File: src/rtl/fp_div64_issue_pkg.sv
// Shared FP64 types, constants and issue-controller state encoding.
package fp64Pkg;

    typedef logic [63:0] FP64;

    // Quiet NaN returned when the watchdog gives up on a divide
    localparam FP64 FP64_QNAN_WDT = 64'h7FF8000000000000;

    typedef enum logic [2:0] {
        S_IDLE    = 3'd0,
        S_LOAD    = 3'd1,
        S_WAIT_LO = 3'd2,
        S_WAIT_HI = 3'd3,
        S_RESULT  = 3'd4
    } div_issue_state_e;

    // Operand payload carried through the request FIFO
    typedef struct packed {
        FP64        a;
        FP64        b;
        logic [2:0] rm;
    } div_operands_t;

endpackage

File: src/rtl/fp_issue_fifo.sv
// Generic synchronous FIFO with occupancy count; DEPTH must be a power of two.
module fp_issue_fifo #(
    parameter int unsigned WID   = 8,
    parameter int unsigned DEPTH = 2
) (
    input  logic                           clk,
    input  logic                           rst,
    input  logic                           ce,
    input  logic                           push,
    input  logic [WID-1:0]                 wdata,
    input  logic                           pop,
    output logic [WID-1:0]                 rdata,
    output logic                           full,
    output logic                           empty,
    output logic [$clog2(DEPTH+1)-1:0]     count
);

    localparam int unsigned AW = (DEPTH > 1) ? $clog2(DEPTH) : 1;
    localparam int unsigned CW = $clog2(DEPTH+1);

    logic [WID-1:0] mem [DEPTH];
    logic [AW-1:0]  wptr;
    logic [AW-1:0]  rptr;
    logic           do_push;
    logic           do_pop;

    assign do_push = ce & push & ~full;
    assign do_pop  = ce & pop & ~empty;
    assign full    = (count == CW'(DEPTH));
    assign empty   = (count == '0);
    assign rdata   = mem[rptr];

    // Storage array; contents are don't-care until written
    always_ff @(posedge clk) begin
        if (do_push) begin
            mem[wptr] <= wdata;
        end
    end

    // Pointers wrap naturally at DEPTH; count tracks occupancy
    always_ff @(posedge clk) begin
        if (rst) begin
            wptr  <= '0;
            rptr  <= '0;
            count <= '0;
        end else begin
            if (do_push) begin
                wptr <= wptr + AW'(1);
            end
            if (do_pop) begin
                rptr <= rptr + AW'(1);
            end
            case ({do_push, do_pop})
                2'b10:   count <= count + CW'(1);
                2'b01:   count <= count - CW'(1);
                default: count <= count;
            endcase
        end
    end

endmodule

File: src/rtl/fp_div64_issue.sv
// Issue/retire controller for the multi-cycle FP64 divider with watchdog.
module fp_div64_issue
    import fp64Pkg::*;
#(
    parameter int unsigned DEPTH   = 2,
    parameter int unsigned TAGW    = 4,
    parameter int unsigned TIMEOUT = 255
) (
    input  logic            clk,
    input  logic            rst,
    input  logic            ce,
    input  logic            req_valid,
    output logic            req_ready,
    input  FP64             req_a,
    input  FP64             req_b,
    input  logic [2:0]      req_rm,
    input  logic [TAGW-1:0] req_tag,
    output logic            div_ld,
    output FP64             div_a,
    output FP64             div_b,
    output logic [2:0]      div_rm,
    input  logic            div_done,
    input  FP64             div_o,
    input  logic            div_ovf,
    input  logic            div_unf,
    output logic            res_valid,
    input  logic            res_ready,
    output FP64             res_o,
    output logic [TAGW-1:0] res_tag,
    output logic            res_ovf,
    output logic            res_unf,
    output logic            res_timeout
);

    localparam int unsigned OPW  = $bits(div_operands_t);
    localparam int unsigned FW   = OPW + TAGW;
    localparam int unsigned CW   = $clog2(DEPTH+1);
    localparam int unsigned WDW  = 16;

    div_issue_state_e state;
    div_operands_t    req_op;
    div_operands_t    head_op;
    div_operands_t    op_q;
    logic [TAGW-1:0]  head_tag;
    logic [TAGW-1:0]  tag_q;
    logic [FW-1:0]    fifo_rdata;
    logic             fifo_full;
    logic             fifo_empty;
    logic [CW-1:0]    fifo_count;
    logic             push;
    logic             pop;
    logic [WDW-1:0]   wdog;
    logic [WDW-1:0]   wdog_inc;
    logic             wdog_hit;

    assign req_op   = '{a: req_a, b: req_b, rm: req_rm};
    assign {head_op, head_tag} = fifo_rdata;

    assign push = req_valid & ~fifo_full;
    assign pop  = ~fifo_empty &
                  ((state == S_IDLE) | ((state == S_RESULT) & res_ready));

    assign wdog_inc = wdog + WDW'(1);
    assign wdog_hit = (wdog_inc == WDW'(TIMEOUT));

    assign req_ready = (fifo_count != CW'(DEPTH));
    assign div_ld    = (state == S_LOAD);
    assign res_valid = (state == S_RESULT);
    assign div_a     = op_q.a;
    assign div_b     = op_q.b;
    assign div_rm    = op_q.rm;

    fp_issue_fifo #(
        .WID   (FW),
        .DEPTH (DEPTH)
    ) u_fifo (
        .clk   (clk),
        .rst   (rst),
        .ce    (ce),
        .push  (push),
        .wdata ({req_op, req_tag}),
        .pop   (pop),
        .rdata (fifo_rdata),
        .full  (fifo_full),
        .empty (fifo_empty),
        .count (fifo_count)
    );

    // Issue FSM with operand register, result register and watchdog
    always_ff @(posedge clk) begin
        if (rst) begin
            state       <= S_IDLE;
            wdog        <= '0;
            op_q        <= '0;
            tag_q       <= '0;
            res_o       <= '0;
            res_tag     <= '0;
            res_ovf     <= 1'b0;
            res_unf     <= 1'b0;
            res_timeout <= 1'b0;
        end else if (ce) begin
            case (state)
                S_IDLE: begin
                    if (!fifo_empty) begin
                        op_q  <= head_op;
                        tag_q <= head_tag;
                        state <= S_LOAD;
                    end
                end
                S_LOAD: begin
                    wdog  <= '0;
                    state <= S_WAIT_LO;
                end
                S_WAIT_LO: begin
                    // done is stale-high after ld; it must be seen low first
                    wdog <= wdog_inc;
                    if (wdog_hit) begin
                        res_o       <= FP64_QNAN_WDT;
                        res_ovf     <= 1'b0;
                        res_unf     <= 1'b0;
                        res_timeout <= 1'b1;
                        res_tag     <= tag_q;
                        state       <= S_RESULT;
                    end else if (!div_done) begin
                        state <= S_WAIT_HI;
                    end
                end
                S_WAIT_HI: begin
                    // A real completion beats a coincident watchdog expiry
                    wdog <= wdog_inc;
                    if (div_done) begin
                        res_o       <= div_o;
                        res_ovf     <= div_ovf;
                        res_unf     <= div_unf;
                        res_timeout <= 1'b0;
                        res_tag     <= tag_q;
                        state       <= S_RESULT;
                    end else if (wdog_hit) begin
                        res_o       <= FP64_QNAN_WDT;
                        res_ovf     <= 1'b0;
                        res_unf     <= 1'b0;
                        res_timeout <= 1'b1;
                        res_tag     <= tag_q;
                        state       <= S_RESULT;
                    end
                end
                S_RESULT: begin
                    if (res_ready) begin
                        if (!fifo_empty) begin
                            op_q  <= head_op;
                            tag_q <= head_tag;
                            state <= S_LOAD;
                        end else begin
                            state <= S_IDLE;
                        end
                    end
                end
                default: state <= S_IDLE;
            endcase
        end
    end

endmodule
File: config.mk
export PLATFORM = sky130hd
export DESIGN_NAME = fp_div64_issue
export DESIGN_NICKNAME = d
export VERILOG_FILES = /design/src/rtl/fp_div64_issue_pkg.sv /design/src/rtl/fp_issue_fifo.sv /design/src/rtl/fp_div64_issue.sv
export SDC_FILE = /design/constraint.sdc
export NUM_CORES = 1
export LEC_CHECK = 0
export CORE_MARGIN = 1.5
export CORE_UTILIZATION = 50
export CTS_CLUSTER_SIZE = 14
export DETAILED_ROUTE_END_ITERATION = 6
export GPL_TIMING_DRIVEN = 0
export PLACE_DENSITY = 0.87
export SYNTH_ARGS = -nofsm -noshare
export SYNTH_HDL_FRONTEND = slang
export SYNTH_SLANG_ARGS = --single-unit
File: constraint.sdc
create_clock -name clk -period 8.6 [get_ports clk]
set_input_delay 1.29 -clock clk [delete_from_list [all_inputs] [get_ports clk]]
set_output_delay 1.29 -clock clk [all_outputs]
set_load 0.02 [all_outputs]
==> flow_metrics.tcl, run 1 <==
set metrics [dict create \
    regToRegSetupSlack_ps 5350 \
    synth_seq_cells 500 \
    worstSetupStartpointType "input pin" \
    firstDrtPassIters 5 \
    path_clk_slew_ps 60 \
    yosys.area_share.simple 0.0603 \
    slew_viol_final 0 \
    synth_top_family_by_area "compound AO/OA/AOI/OAI gates" \
    netlist_instances 1233 \
    gp_congestion 0.829 \
    async_flop_share 0 \
    design_area_um2 24100 \
    power_mw 6.09 \
    synthXorXnorAreaFrac 0.00546 \
    cts_num_sinks 500 \
    cts_resized 0 \
    synth_compound_area_frac 0.109 \
    yosysMostFrequentCell "edfxtp_1" \
    grt_pass1_vias 12396 \
    routed_wl_um 45200 \
    cp_top_family "buffers and inverters" \
    synth-seq-area-share 0.721 \
    netlist-cell-type-count 52 \
    synth-edff-count 270 \
    synth_common_cells "edfxtp_1, dfxtp_1, nor2_1" \
    fp.dieW_um 191 \
    drc_errors 0 \
    crit_top_cell "clkbuf_1" \
    cts.htree.levels 2 \
    post-synth-top-area-cell "edfxtp_1" \
    vias_per_cell 5.51 \
    placed_cells_incl_taps 2107 \
    critPathKind "in2reg" \
    fin_util 0.697 \
    final_nets 1912 \
    cp-endpoint "u_fifo.count[1]" \
    syn_area_um2 17600 \
    required_ps 9090 \
    slew_headroom 0.410 \
    stdcell_count 2205 \
    cpPeakStageDelay_ps 730 \
    synth.area.top_cells "edfxtp_1, dfxtp_1, mux2i_1, a211oi_1, nor2_1" \
    post-route-period-util 0.459 \
    setup_viol_count_final 0 \
    syn_nets 1443 \
    cts_setup_buffers 0 \
    start_util 0.509 \
    peakVddDrop_mv 0.214 \
    path_max_fanout 10 \
    drt_iter0_drc 631 \
    netlist.area_leader.share 0.460 \
    antenna_found_initial 11 \
    synth-adder-area-share 0.00213 \
    pin_count 412 \
    worstMarginPinSlew_ps 886 \
    die_area_um2 36400 \
    synth.area.mux_share 0.0800 \
    clock_path_buffers 3 \
    r2r_end "u_fifo.count[1]" \
    maxCapViolCount 0 \
    holdWs_ps 458 \
    status "finished clean" \
    cts-buffers-inserted 48 \
    reg2reg_depth 7 \
    vias 12160 \
    post-route-min-period_ps 3950 \
    path_buf_inv 3 \
    p_leak_nw 7.89 \
    crit_slowest_cell "clkbuf_1" \
    area_delta_synth_final_pct 36.9 \
    root_buffer "clkbuf_16" \
    r2r_start "state[0]" \
    ant_nets 0 \
    dp_hpwl_um 31100 \
    syn_avg_cell_area_um2 14.3 \
    hold_viol 0 \
    critical_path_depth 8 \
    finClkSkew_ps 22.8 \
    port_buffers 410 \
    place_area_um2 22500 \
    grt_max_degree 35 \
    max_freq_mhz 253 \
    rsz0062_at_grt "false" \
    powerDensity_nw_per_um2 252 \
    synth_flop_cell "edfxtp_1" \
    grt_pass1_wl_um 68200 \
    worstPathCellList "clkdlybuf4s50_1 > nor2_1 > nor4_1 > clkbuf_1 > clkbuf_1 > ha_1 > or3_1 > a21oi_1" \
    std_cell_rows 68 \
    critical_path_arrival_ps 4440 \
    cts-hold-fix-buffers 0 \
    hold_class "reg2reg" \
    clkLatencyLatePin_ps 580 \
    drive_above_1_share 0.0626 \
    grt_overflow 0 \
    hold_path.startpoint "res_tag[0]" \
    ys.warnings.count 0 \
    detail_route.wl_per_cell_um 20.5 \
    track_usage 0.244 \
    cts_tree "built" \
    core_area_um2 34600 \
    die_y_um 191 \
    end_kind "register" \
    startpoint "res_ready" \
]
[sequential cells by signal, summed over array words and instances, names as in the netlist, named ones only]
register      cells
u_fifo.mem      270
div_a            64
div_b            64
res_o            64
wdog             16
res_tag           4
tag_q             4
div_rm            3
state             3
u_fifo.count      2
res_ovf           1
res_timeout       1
res_unf           1
u_fifo.rptr       1
u_fifo.wptr       1
[kinds of logic (layout without fill, tap and decap cells)]
kind of cell / Yosys count / count (layout)
flops: 500 / 500
compound gates: 247 / 247
simple gates: 236 / 236
mux: 141 / 141
buf+inv: 95 / 602
xor+xnor: 11 / 11
fa+ha+maj: 3 / 3
other cells: 0 / 10
[how the worst min path moves through the flow]
stage,to,slack (ps),depth (start not counted)
4_1_cts,res_tag[0],460,2
3_5_place_dp,res_tag[0],450,2
3_3_place_gp,res_tag[0],450,2
5_1_grt,res_o[2],490,1
6_report,res_tag[0],460,2
2_1_floorplan,res_tag[0],440,2
[cells in the final DEF (no fill, tap or decap), drive strengths merged, types with 9 or more instances in the layout]
cell	netlist	routed
nor3	12	12
edfxtp	270	270
a211oi	139	139
a21oi	14	14
nor2	164	164
nand2	18	18
mux2i	141	141
o21ai	9	9
o221a	12	12
clkbuf	76	139
buf	13	22
a22o	54	54
clkinv	0	17
diode	0	10
dfxtp	230	230
clkdlybuf4s50	0	410
[layout make-up]
type                       count  area (µm²)
timing repair buffer         419        4300
sequential                   500       12700
fill                        2289       10500
clock inverter                25         264
multi-input combinational    638        4550
clock buffer                  63        1330
antenna                       10        25.0
inverter                       6        22.5
buffer                        89         367
tap                          455         569
[layer usage]
layer  track usage  routed length, µm
met5             0                 28
met4         0.151               2730
met3        0.0530               3090
met2         0.411              22300
met1         0.283              17100
[where the power goes]
group | internal [mW] | total (mW) | switching [mW] | leakage [nW]
logic | 0.507 | 1.15 | 0.640 | 2.76
clock network | 1.24 | 2.11 | 0.875 | 0.785
registers | 2.73 | 2.83 | 0.100 | 4.34
[per-stage QoR]
| step | TNS [ps] | setup WS (ps) |
|---|---|---|
| floorplan | 0 | 622 |
| detailed placement | 0 | 4070 |
| CTS | 0 | 4660 |
| global placement | -776030 | -2890 |
| finish | 0 | 4650 |
| global route | 0 | 4370 |
[worst min-delay path: stages, from the launching register on]
cell	delay, ps
dfxtp_1	310
nand2_1	50
mux2i_1	50
Note: power is estimated with default switching activity, not from simulation.
==> run 2: changes to the inputs <==
- CORE_UTILIZATION: 50 -> 45
- PLACE_DENSITY: 0.87 -> 0.83
- clock period: 8.6 -> 3.3 ns (I/O delays scaled with it)
==> flow_metrics.tcl, run 2 (synthesis results as in run 1) <==
set metrics [dict create \
    status "finished clean" \
    vias 12095 \
    power_mw 16.3 \
    end_kind "register" \
    fp.dieW_um 201 \
    worstSetupStartpointType "register" \
    std_cell_rows 72 \
    path_buf_inv 4 \
    vias_per_cell 5.32 \
    pin_count 412 \
    worstMarginPinSlew_ps 885 \
    peakVddDrop_mv 0.546 \
    placed_cells_incl_taps 2171 \
    crit_top_cell "clkbuf_1" \
    clkLatencyLatePin_ps 570 \
    p_seq_frac 0.452 \
    detail_route.wl_per_cell_um 19.9 \
    place_area_um2 22600 \
    path_max_fanout 10 \
    worstPathCellList "clkbuf_1 > nor4_1 > clkbuf_1 > clkbuf_2 > clkbuf_1 > a211oi_1" \
    gp_congestion 0.900 \
    die_area_um2 40400 \
    p_leak_nw 8.00 \
    critical_path_arrival_ps 3450 \
    required_ps 3720 \
    drc_errors 0 \
    comb_power_share 0.184 \
    final_cell_mix "clkdlybuf4s50_1, edfxtp_1, dfxtp_1, nor2_1, mux2i_1" \
    slew_viol_final 0 \
    cpPeakStageDelay_ps 640 \
    antenna_found_initial 13 \
    core_area_um2 38600 \
    cp_top_family "buffers and inverters" \
    largest_reg_flops 270 \
    hold_class "in2reg" \
    clock_path_buffers 3 \
    drt_iter0_drc 872 \
    slew_headroom 0.410 \
    hold_viol 0 \
    port_buffers 410 \
    finClkSkew_ps 15.9 \
    final_nets 1915 \
    post-route-period-util 0.919 \
    regMostFlops "u_fifo.mem" \
    design_area_um2 24400 \
    p_sw_frac 0.261 \
    grt_pass1_wl_um 70100 \
    grt_overflow 0 \
    cts-buffers-inserted 50 \
    netSwitchingPower_mw 4.25 \
    ant_nets 0 \
    powerDensity_nw_per_um2 666 \
    routed_wl_um 45300 \
    grt_max_degree 32 \
    tns_ps 0 \
    start_util 0.456 \
    track_usage 0.222 \
    cts.htree.levels 2 \
    cts-hold-fix-buffers 0 \
    critPathKind "reg2reg" \
    p_int_mw 12.0 \
    cts_num_sinks 500 \
    p_clk_frac 0.364 \
    post-route-min-period_ps 3030 \
    maxCapViolCount 0 \
    dp_hpwl_um 31800 \
    firstDrtPassIters 5 \
    area_delta_synth_final_pct 38.5 \
    setup_viol_count_final 0 \
    die_y_um 201 \
    path_clk_slew_ps 60 \
    crit_slowest_cell "clkbuf_1" \
    cts_tree "built" \
    grt_pass1_vias 12526 \
    rsz0062_at_grt "false" \
    stdcell_count 2275 \
    max_freq_mhz 330 \
    layout_commonest_cell "clkdlybuf4s50_1" \
    root_buffer "clkbuf_16" \
    drive_above_1_share 0.0693 \
]
[run 2: cell types whose count changed in the layout (fill, tap and decap cells not counted), sizes merged]
cell      delta
buf          +1
clkinvlp     -2
bufinv       +1
clkinv       -6
diode        +2
clkbuf       +9
inv          +2
[run 2: layout make-up]
| cell class | instances | area [µm²] |
|---|---|---|
| Fill cell | 2815 | 14200 |
| Tap cell | 518 | 648 |
| Sequential cell | 500 | 12700 |
| Clock buffer | 72 | 1480 |
| Multi-Input combinational cell | 638 | 4550 |
| Inverter | 6 | 22.5 |
| Timing Repair Buffer | 420 | 4330 |
| Buffer | 89 | 370 |
| Antenna cell | 12 | 30.0 |
| Clock inverter | 20 | 268 |
[run 2: stage by stage]
step / util / hold WS (ps) / setup slack, ps
floorplan: - / 438 / 7.08
global placement: 0.580 / 442 / -1520
detailed placement: 0.586 / 454 / -506
CTS: 0.631 / 270 / 22.5
global route: 0.632 / 302 / 47.7
finish: 0.632 / 309 / 269
[run 2: power by group through the flow]
stage               Clock (mW)  Combinational (mW)  Sequential [mW]
finish                    5.93                2.99             7.36
global route              6.30                3.20             7.41
CTS                       6.05                3.01             7.36
detailed placement           0                2.99             7.48
global placement             0                2.85             7.48
floorplan                    0                1.21             7.82
[run 2: final timing paths]
kind	start	end	slack, ps	cells past startpoint
worst max-delay path	state[0]	div_b[57]	270	6
worst min-delay path	ce	state[1]	310	3
worst max register to register	state[0]	div_b[57]	270	6
worst min register to register	res_tag[2]	res_tag[2]	460	2
[run 2: what timing repair did]
item	in CTS	in global routing
buffers inserted	0	0
gates resized for setup	1	4
setup endpoints to repair	11	1
[run 2: worst reg2reg max path: stages, from the launching register on]
cell and delay (ps):
dfxtp_1 310, clkbuf_1 200, nor4_1 610, clkbuf_1 640, clkbuf_2 470, clkbuf_1 490, a211oi_1 170
[run 2: per-layer routing]
layer / share of wire / wire (µm) / vias to the layer above / global-route usage
met5: 0.0010 / 46 / - / 0
met3: 0.068 / 3070 / 133 / 0.0568
met1: 0.39 / 17600 / 5838 / 0.255
li1: - / - / 5636 / -
met4: 0.052 / 2370 / 6 / 0.128
met2: 0.49 / 22300 / 482 / 0.377
==> run 3: changes to the inputs <==
- CORE_MARGIN: 1.5 -> 2
==> flow_metrics.tcl, run 3 (synthesis results as in run 1) <==
set metrics [dict create \
    placed_cells_incl_taps 2171 \
    hold_class "in2reg" \
    cts_num_sinks 500 \
    layout_commonest_cell "clkdlybuf4s50_1" \
    slew_headroom 0.400 \
    status "finished, violations left" \
    root_buffer "clkbuf_16" \
    whs_path_depth 3 \
    end_kind "register" \
    std_cell_rows 72 \
    p_leak_nw 7.91 \
    cts_setup_buffers 0 \
    maxCapViolCount 0 \
    regMostFlops "u_fifo.mem" \
    dp_hpwl_um 31700 \
    fp.dieW_um 202 \
    cts_resized 2 \
    peakVddDrop_mv 0.543 \
    hold_path.startpoint "ce" \
    setup_viol_count_final 0 \
    required_ps 3730 \
    pin_count 412 \
    r2r_start "state[0]" \
    final_nets 1915 \
    rsz0062_at_grt "false" \
    final_cell_mix "clkdlybuf4s50_1, edfxtp_1, dfxtp_1, nor2_1, mux2i_1" \
    ant_nets 0 \
    track_usage 0.217 \
    vias_per_cell 5.29 \
    finClkSkew_ps 25.1 \
    path_clk_slew_ps 60 \
    cts_tree "built" \
    clkLatencyLatePin_ps 590 \
    antenna_found_initial 13 \
    start_util 0.456 \
    routed_wl_um 45100 \
    dpl_worst_slack_ps -521 \
    grt_max_degree 34 \
    stdcell_count 2273 \
    post-route-period-util 0.921 \
    largest_reg_flops 270 \
    setup_ws_ps 262 \
    firstDrtPassIters 7 \
    gp_congestion 0.857 \
    drt_iter0_drc 826 \
    detail_route.wl_per_cell_um 19.9 \
    r2r_end "div_b[51]" \
    path_max_fanout 10 \
    core_area_um2 38600 \
    slew_viol_final 0 \
    post-route-min-period_ps 3040 \
    cts-hold-fix-buffers 0 \
    grt_overflow 0 \
    violations "design-rule violations" \
    clock_path_buffers 3 \
    worstMarginPinSlew_ps 900 \
    drive_above_1_share 0.0664 \
    die_y_um 202 \
    max_freq_mhz 329 \
    cts-buffers-inserted 50 \
    die_area_um2 40800 \
    drc_errors 2 \
    grt_pass1_vias 12150 \
    regToRegSetupSlack_ps 260 \
    holdPathEnd "state[1]" \
    vias 12016 \
    port_buffers 410 \
    reg2reg_depth 6 \
    powerDensity_nw_per_um2 651 \
    critPathKind "reg2reg" \
    hold_viol 0 \
    area_delta_synth_final_pct 37.5 \
    grt_pass1_wl_um 68700 \
    critical_path_arrival_ps 3460 \
    worstSetupStartpointType "register" \
    cts.htree.levels 2 \
]
==> run 3: cell types whose count changed in the layout (fill, tap and decap cells not counted), sizes merged <==
cell	before	now
diode	12	8
clkinv	11	12
clkinvlp	0	2
bufinv	6	1
clkbuf	148	152
==> run 3: metrics by stage <==
step / hold WS (ps) / util / instance area [µm²] / power [mW] / TNS, ps
2_1_floorplan: 438 / - / 17700 / 9.03 / 0
3_3_place_gp: 444 / 0.580 / 22400 / 10.3 / -445370
3_5_place_dp: 451 / 0.585 / 22600 / 10.5 / -38700
4_1_cts: 284 / 0.627 / 24200 / 15.9 / 0
5_1_grt: 328 / 0.627 / 24200 / 16.4 / 0
6_report: 318 / 0.628 / 24300 / 15.8 / 0
==> run 3: worst max-delay path by stage <==
stage | start | cells past startpoint | endpoint | slack, ps
detailed placement | res_ready | 7 | div_b[52] | -520
global route | state[0] | 7 | u_fifo.count[1] | 20
floorplan | ce | 3 | u_fifo.mem[1][0] | 7
CTS | state[0] | 6 | div_b[51] | 220
global placement | req_valid | 3 | u_fifo.mem[1][32] | -1550
finish | state[0] | 6 | div_b[51] | 260
==> run 3: layer usage <==
| layer | global-route usage | wire (µm) | vias up |
|---|---|---|---|
| met2 | 0.364 | 22100 | 470 |
| met1 | 0.256 | 17500 | 5768 |
| li1 | - | - | 5631 |
| met4 | 0.119 | 2310 | 10 |
| met5 | 0 | 77 | - |
| met3 | 0.0553 | 3170 | 137 |
==> run 3: layout make-up <==
type | count | area [µm²]
Tap cell | 518 | 648
Clock inverter | 18 | 168
Inverter | 6 | 22.5
Fill cell | 2817 | 14400
Clock buffer | 76 | 1440
Multi-Input combinational cell | 638 | 4550
Sequential cell | 500 | 12700
Timing Repair Buffer | 420 | 4320
Antenna cell | 8 | 20.0
Buffer | 89 | 370
==> run 3: critical path, cell delays in order (launching register included) <==
cell and delay, ps:
dfxtp_1 310, clkbuf_1 210, nor4_1 600, clkbuf_1 640, clkbuf_2 480, clkbuf_1 470
a211oi_1 160
==> run 3: power breakdown <==
part / leakage, nW / internal, mW / switching [mW]
registers: 4.34 / 7.10 / 0.255
logic: 2.78 / 1.33 / 1.66
clock network: 0.786 / 3.12 / 2.34
total: 7.91 / 11.5 / 4.25
